File: config.mk
export PLATFORM = sky130hd
export DESIGN_NAME = sys_csr_file
export DESIGN_NICKNAME = d
export VERILOG_FILES = /design/src/rtl/sys_csr_file.sv
export SDC_FILE = /design/constraint.sdc
export NUM_CORES = 1
export LEC_CHECK = 0
export ABC_AREA = 1
export CORE_ASPECT_RATIO = 1.5
export CORE_UTILIZATION = 55
export CTS_BUF_LIST = sky130_fd_sc_hd__clkbuf_16
export CTS_CLUSTER_DIAMETER = 60
export DETAILED_ROUTE_END_ITERATION = 8
export HOLD_SLACK_MARGIN = 0.02
export PLACE_DENSITY_LB_ADDON = 0.3
export SKIP_CTS_REPAIR_TIMING = 1
export SLEW_MARGIN = 20
export SYNTH_ARGS = -nofsm -noshare
export SYNTH_HDL_FRONTEND = slang
export SYNTH_SLANG_ARGS = --single-unit
File: constraint.sdc
create_clock -name i_clk -period 2.09 [get_ports i_clk]
set_input_delay 0.209 -clock i_clk [delete_from_list [all_inputs] [get_ports i_clk]]
set_output_delay 0.209 -clock i_clk [all_outputs]
set_load 0.01 [all_outputs]
File: src/rtl/sys_csr_file.sv
// sys_csr_file: machine-mode CSR file with 64-bit mcycle/minstret counters.
// Serves one read/write/set/clear request at a time through IDLE -> EXEC -> RESP.
module sys_csr_file #(
  parameter int          DATA_WIDTH = 32,
  parameter int unsigned HART_ID    = 0
) (
  input  logic                  i_clk,
  input  logic                  i_rst_n,
  input  logic                  i_req_valid,
  output logic                  o_req_ready,
  input  logic [1:0]            i_req_op,
  input  logic [11:0]           i_req_addr,
  input  logic                  i_req_wen,
  input  logic [DATA_WIDTH-1:0] i_req_wdata,
  output logic                  o_resp_valid,
  input  logic                  i_resp_ready,
  output logic [DATA_WIDTH-1:0] o_resp_rdata,
  output logic                  o_resp_illegal,
  input  logic                  i_retire
);

  typedef enum logic [1:0] {S_IDLE, S_EXEC, S_RESP} state_t;

  localparam logic [1:0] OP_RW = 2'b00;
  localparam logic [1:0] OP_RS = 2'b01;
  localparam logic [1:0] OP_RC = 2'b10;
  localparam logic [1:0] OP_RO = 2'b11;
  localparam logic [DATA_WIDTH-1:0] HART_VAL = DATA_WIDTH'(HART_ID);

  state_t                r_state;
  logic [1:0]            r_op;
  logic [11:0]           r_addr;
  logic                  r_wen;
  logic [DATA_WIDTH-1:0] r_wdata;
  logic [DATA_WIDTH-1:0] r_mtvec;
  logic [DATA_WIDTH-1:0] r_mscratch;
  logic [DATA_WIDTH-1:0] r_mepc;
  logic [DATA_WIDTH-1:0] r_mcause;
  logic [63:0]           r_mcycle;
  logic [63:0]           r_minstret;
  logic                  r_resp_valid;
  logic                  r_resp_illegal;
  logic [DATA_WIDTH-1:0] r_resp_rdata;

  logic [DATA_WIDTH-1:0] w_old;
  logic [DATA_WIDTH-1:0] w_new;
  logic                  w_mapped;
  logic                  w_do_write;
  logic                  w_illegal;
  logic                  w_commit;
  logic [63:0]           w_mcycle_inc;
  logic [63:0]           w_mcycle_next;
  logic [63:0]           w_minstret_inc;
  logic [63:0]           w_minstret_next;

  // Read mux over the latched address; user-level counter names alias the machine ones.
  always_comb begin
    w_old    = '0;
    w_mapped = 1'b1;
    case (r_addr)
      12'h305:          w_old = r_mtvec;
      12'h340:          w_old = r_mscratch;
      12'h341:          w_old = r_mepc;
      12'h342:          w_old = r_mcause;
      12'hB00, 12'hC00: w_old = r_mcycle[31:0];
      12'hB80, 12'hC80: w_old = r_mcycle[63:32];
      12'hB02, 12'hC02: w_old = r_minstret[31:0];
      12'hB82, 12'hC82: w_old = r_minstret[63:32];
      12'hF14:          w_old = HART_VAL;
      default:          w_mapped = 1'b0;
    endcase
  end

  assign w_do_write = r_wen && (r_op != OP_RO);
  assign w_illegal  = !w_mapped || (w_do_write && (r_addr[11:10] == 2'b11));
  assign w_commit   = (r_state == S_EXEC) && w_do_write && !w_illegal;

  always_comb begin
    case (r_op)
      OP_RS:   w_new = w_old | r_wdata;
      OP_RC:   w_new = w_old & ~r_wdata;
      default: w_new = r_wdata;
    endcase
  end

  // A written half takes the written value; a low-half write also suppresses the carry.
  always_comb begin
    w_mcycle_inc    = r_mcycle + 64'd1;
    w_minstret_inc  = r_minstret + {63'd0, i_retire};
    w_mcycle_next   = w_mcycle_inc;
    w_minstret_next = w_minstret_inc;
    if (w_commit) begin
      case (r_addr)
        12'hB00: w_mcycle_next   = {r_mcycle[63:32], w_new};
        12'hB80: w_mcycle_next   = {w_new, w_mcycle_inc[31:0]};
        12'hB02: w_minstret_next = {r_minstret[63:32], w_new};
        12'hB82: w_minstret_next = {w_new, w_minstret_inc[31:0]};
        default: ;
      endcase
    end
  end

  always_ff @(posedge i_clk) begin
    if (!i_rst_n) begin
      r_mtvec    <= '0;
      r_mscratch <= '0;
      r_mepc     <= '0;
      r_mcause   <= '0;
      r_mcycle   <= '0;
      r_minstret <= '0;
    end else begin
      r_mcycle   <= w_mcycle_next;
      r_minstret <= w_minstret_next;
      if (w_commit) begin
        case (r_addr)
          12'h305: r_mtvec    <= {w_new[DATA_WIDTH-1:2], 2'b00};
          12'h340: r_mscratch <= w_new;
          12'h341: r_mepc     <= {w_new[DATA_WIDTH-1:2], 2'b00};
          12'h342: r_mcause   <= w_new;
          default: ;
        endcase
      end
    end
  end

  always_ff @(posedge i_clk) begin
    if (!i_rst_n) begin
      r_state        <= S_IDLE;
      r_op           <= OP_RO;
      r_addr         <= '0;
      r_wen          <= 1'b0;
      r_wdata        <= '0;
      r_resp_valid   <= 1'b0;
      r_resp_rdata   <= '0;
      r_resp_illegal <= 1'b0;
    end else begin
      case (r_state)
        S_IDLE: begin
          if (i_req_valid) begin
            r_op    <= i_req_op;
            r_addr  <= i_req_addr;
            r_wen   <= i_req_wen;
            r_wdata <= i_req_wdata;
            r_state <= S_EXEC;
          end
        end
        S_EXEC: begin
          r_resp_rdata   <= w_illegal ? '0 : w_old;
          r_resp_illegal <= w_illegal;
          r_resp_valid   <= 1'b1;
          r_state        <= S_RESP;
        end
        S_RESP: begin
          if (i_resp_ready) begin
            r_resp_valid <= 1'b0;
            r_state      <= S_IDLE;
          end
        end
        default: r_state <= S_IDLE;
      endcase
    end
  end

  // Gated by reset so the block reads busy while reset is held and ready right after.
  assign o_req_ready    = (r_state == S_IDLE) && i_rst_n;
  assign o_resp_valid   = r_resp_valid;
  assign o_resp_rdata   = r_resp_rdata;
  assign o_resp_illegal = r_resp_illegal;

endmodule

==> flow_summary.json, run 1 <==
{
  "hpwlAfterDp_um": 78400,
  "port_buffers": 86,
  "fp.dieH_um": 230,
  "synth.top_cell.area_share_pct": 35.1,
  "synth.cell_area_um2": 19100,
  "initial_utilization_pct": 55.8,
  "core.rowCount": 83,
  "number_of_warnings_reported_in_the_yosys_synthesis_log": 0,
  "postSynthAreaPerCell_um2": 6.19,
  "grt_usage_pct": 73.8,
  "syn_nets": 3144,
  "die-width_um": 154,
  "total_global_routing_overflow": 276,
  "placedInstanceArea_um2": 24500,
  "grt_start_max_net_pins": 173,
  "clkSinkCount": 335,
  "ctsRootBufferMaster": "clkbuf_16",
  "run.stop_error": "[ERROR GRT-0232] Routing congestion too high. Check the congestion heatmap in the GUI.",
  "post-synth-top-area-cell": "dfxtp_1",
  "placement.setup.worst_slack_ps": -706,
  "synthTopCellsByArea": "dfxtp_1, nand2_1, a21oi_1",
  "yosys.cell_types.count": 37,
  "result_of_the_run": "did not finish",
  "num_io_pins": 87,
  "number_of_flip_flops_and_latches_in_the_synthesized_netlist": 335,
  "cts.htree.levels": 2,
  "finalWeightedCongestion": 1.32,
  "clockBufferDepth": 3,
  "stop_stage": "global routing (5_1_grt)",
  "seq_area_frac_synth_pct": 35.1,
  "syn_inst": 3086,
  "cts_inserted_buffers": 36
}
-- cell usage after synthesis, drive strengths merged --
| cell type | instances |
|---|---|
| nand2 | 750 |
| nor2 | 394 |
| a21oi | 364 |
| dfxtp | 335 |
| nand3 | 326 |
| inv | 278 |
| o21ai | 260 |
| clkbuf | 78 |
| nor3 | 74 |
| buf | 60 |
| nand4 | 58 |
| xor2 | 33 |
| or2 | 23 |
| nand3b | 16 |
| nor4 | 10 |
| ha | 6 |
| a31oi | 5 |
| xnor2 | 5 |
| o211ai | 3 |
| and3 | 2 |
| nor3b | 2 |
| a211oi | 1 |
| a41oi | 1 |
| and2 | 1 |
| and3b | 1 |
-- routing by layer --
layer,track usage [%],overflow
met5,30.8,1
met4,73.8,115
met1,73.3,3
met2,92.3,154
met3,55.6,3
-- per-stage QoR --
| step | util (%) | cells | hold slack [ps] |
|---|---|---|---|
| after CTS | 75.0 | 4050 | 238 |
| after detailed placement | 71.5 | 3987 | 455 |
| after global placement | 71.5 | 3987 | 442 |
| after floorplan | - | 3086 | 308 |
-- cells by family after synthesis --
family	count (synthesis)	share of synthesized area [%]
AND/OR/NAND/NOR	1657	37.5
AO/OA/AOI/OAI	634	16.7
buffers and inverters	416	8.55
flip-flops	335	35.1
XOR/XNOR	38	1.74
adder cells (fa/ha/maj)	6	0.393
==> run 2, diff against run 1 <==
- CORE_ASPECT_RATIO: 1.5 -> not set
- CORE_UTILIZATION: 55 -> 40
- CTS_BUF_LIST: sky130_fd_sc_hd__clkbuf_16 -> not set
- CTS_CLUSTER_DIAMETER: 60 -> not set
- HOLD_SLACK_MARGIN: 0.02 -> not set
- PLACE_DENSITY_LB_ADDON: 0.3 -> 0.15
- clock period: 2.09 -> 2.7 ns (I/O delays scaled with it)
==> flow_summary.json, run 2 <==
{
  "irDropWorstVdd_uv": 487,
  "clock_tree_from_tritoncts": "yes",
  "finalSetupViolCount": 6,
  "cts.htree.levels": 2,
  "dominantRegCellSynth": "dfxtp_1",
  "number_of_warnings_reported_in_the_yosys_synthesis_log": 0,
  "finalCritPeriodShare_pct": 101,
  "worst_setup_path_start_kind": "flop",
  "power.leakage_nw": 10.1,
  "clock_latency_late_sink_ps": 590,
  "critical_path.n_buffers_inverters": 5,
  "nets": 3469,
  "critical-path-top-delay-family": "simple AND/OR/NAND/NOR gates",
  "transition_time_at_the_pin_with_the_least_slew_margin_ps": 1220,
  "final_period_minus_worst_setup_slack_ps": 2720,
  "maxCapViolCount": 0,
  "layout-drive-gt1-share_pct": 14.6,
  "critical_path_required_ps": 3170,
  "rsz0062_at_grt": "yes",
  "timing.final.hold_violations": 0,
  "fp.dieH_um": 221,
  "initial_utilization_pct": 40.8,
  "num_io_pins": 87,
  "cts_inserted_buffers": 40,
  "clock_skew_ps": 31.9,
  "grt_start_max_net_pins": 173,
  "crit_path_cell_trace": "nand2_2, inv_2, nand2_1, nand2_4, nand2_1, buf_4, buf_4, nor2_1, a21oi_1, nand3b_1, nand2_1, nand2_1, nand2_1, buf_12, buf_12, a21oi_1",
  "timing.critical_path.mode_cell": "nand2_1",
  "final-max-slew-violation-count": 0,
  "detail-route-antenna-nets": 0,
  "violations": "setup timing",
  "drt_iter0_drc": 3670,
  "detailroute.via_count": 24100,
  "synth.top_cell.area_share_pct": 35.1,
  "grt_pass1_vias": 22100,
  "clkSinkCount": 335,
  "pwr_density_cell_nw_per_um2": 499,
  "yosys.cell_types.count": 37,
  "hp-class": "primary input to flop",
  "delay_of_the_slowest_cell_on_the_worst_path_ps": 340,
  "syn_inst": 3086,
  "route.final.wire_length_um": 106000,
  "seq_area_frac_synth_pct": 35.1,
  "top_regs": "r_mcycle x64, r_minstret x64",
  "grt_first_pass_wirelength_um": 150000,
  "finalWeightedCongestion": 1.10,
  "finalSetupTns_ps": -43.8,
  "async_reset_ff_share_pct": 0,
  "p_sw_share_pct": 27.9,
  "result_of_the_run": "finished with violations",
  "post-place-cells": 3972,
  "drt_drc_violations_left": 0,
  "number_of_synthesized_flops_with_an_enable_pin": 0,
  "synthTopCellsByArea": "dfxtp_1, nand2_1, a21oi_1",
  "design.die.area_um2": 48600,
  "placedInstanceArea_um2": 23100,
  "timing.reg2reg.setup_slack_ps": -20,
  "port_buffers": 86,
  "synth_top_cells_by_count": "nand2_1, nor2_1, a21oi_1",
  "syn_nets": 3144,
  "hpwlAfterDp_um": 82000,
  "clkTransAtPathRegs_ps": 60,
  "via_per_inst": 5.96,
  "proportion_of_power_drawn_by_flip_flops_and_latches_pct": 41.2,
  "core_area_um2": 46900,
  "p_clk_share_pct": 47.0,
  "fin_worst_hold_slack_ps": 209,
  "mostFrequentLayoutCell": "nand2_1",
  "postSynthAreaPerCell_um2": 6.19,
  "number_of_flip_flops_and_latches_in_the_synthesized_netlist": 335,
  "yosys.cell_count.top_type": "nand2_1",
  "fmax_ghz": 0.368,
  "core.rowCount": 79,
  "final_cells": 4048,
  "detail_route.first_pass.iterations": 6,
  "combinational_fraction_of_design_power_pct": 11.8,
  "final_cell_area_um2": 24700,
  "worst_setup_path_end_kind": "flop",
  "data_arrival_time_of_the_critical_path_ps": 3190,
  "crit_type": "flop to flop",
  "most-common-layout-cells": "nand2_1, nor2_1, a21oi_1, dfxtp_1, nand3_1",
  "synth.cell_area_um2": 19100,
  "wl_per_cell_um": 26.1,
  "antenna_found_initial": 7,
  "switchingPower_mw": 3.44,
  "grt_usage_pct": 43.2,
  "post-synth-top-area-cell": "dfxtp_1",
  "critPathMaxFanout": 10,
  "postLayoutCoreUtil_pct": 52.6,
  "critical_path.slowest_cell": "dfxtp_1",
  "final_critical_path_setup_slack_ps": -17.0,
  "total_global_routing_overflow": 0,
  "area_growth_syn_to_layout_pct": 29.1,
  "design_internal_power_mw": 8.88,
  "die-width_um": 221,
  "clockBufferDepth": 3,
  "ctsRootBufferMaster": "clkbuf_16",
  "slew_headroom_pct": 17.6
}
==> run 2: cell counts after synthesis <==
Identical to the previous run, type by type.
==> run 2: kinds of logic (layout without fill, tap and decap cells) <==
family / after synthesis / after routing / share of synthesized area [%]
fa+ha+maj: 6 / 6 / 0.393
buf+inv: 416 / 770 / 8.55
xor+xnor: 38 / 38 / 1.74
compound gates: 634 / 634 / 16.7
flops: 335 / 335 / 35.1
simple gates: 1657 / 1657 / 37.5
other cells: 0 / 1 / 0
==> run 2: cell type report <==
type,instances,area [um2]
well taps,607,759
flip-flops and latches,335,6710
diodes,1,2.50
multi-input cells,2335,10900
repair buffers,421,3880
clock buffers,55,1120
inverters,278,1050
clock inverters,16,223
fillers,4799,22200
==> run 2: power by group through the flow <==
stage               registers (mW)  logic, mW  clock network, mW
finish                        5.07       1.46               5.79
global route                  5.08       1.50               5.99
CTS                           5.07       1.36               5.79
detailed placement            5.18       1.36                  0
global placement              5.17       1.35                  0
floorplan                     5.16      0.560                  0
==> run 2: path summary, 6_finish.rpt <==
kind,startpoint,endpoint,depth (start not counted)
max,r_addr[10],r_mepc[9],16
min reg2reg,r_wen,r_wen,2
min,i_rst_n,r_minstret[26],3
max reg2reg,r_addr[10],r_mepc[9],16
==> run 2: worst min-delay path, stage by stage <==
cell and delay [ps]:
buf_4 110, inv_4 180, a21oi_1 170
==> run 2: metal layers <==
metal	vias to the layer above	global-route usage [%]	share of wire (%)
met5	-	0	0.073
met4	12	24.2	6.5
met3	337	12.3	13
met2	1653	62.2	41
met1	11300	57.6	40
li1	10800	-	-
==> run 2: stage by stage <==
stage / setup slack [ps] / power (mW)
global route: -17.5 / 12.6
detailed placement: -89.8 / 6.53
global placement: -80.2 / 6.52
CTS: -64.8 / 12.2
finish: -17.0 / 12.3
floorplan: 519 / 5.72
Note: power is estimated with default switching activity, not from simulation.
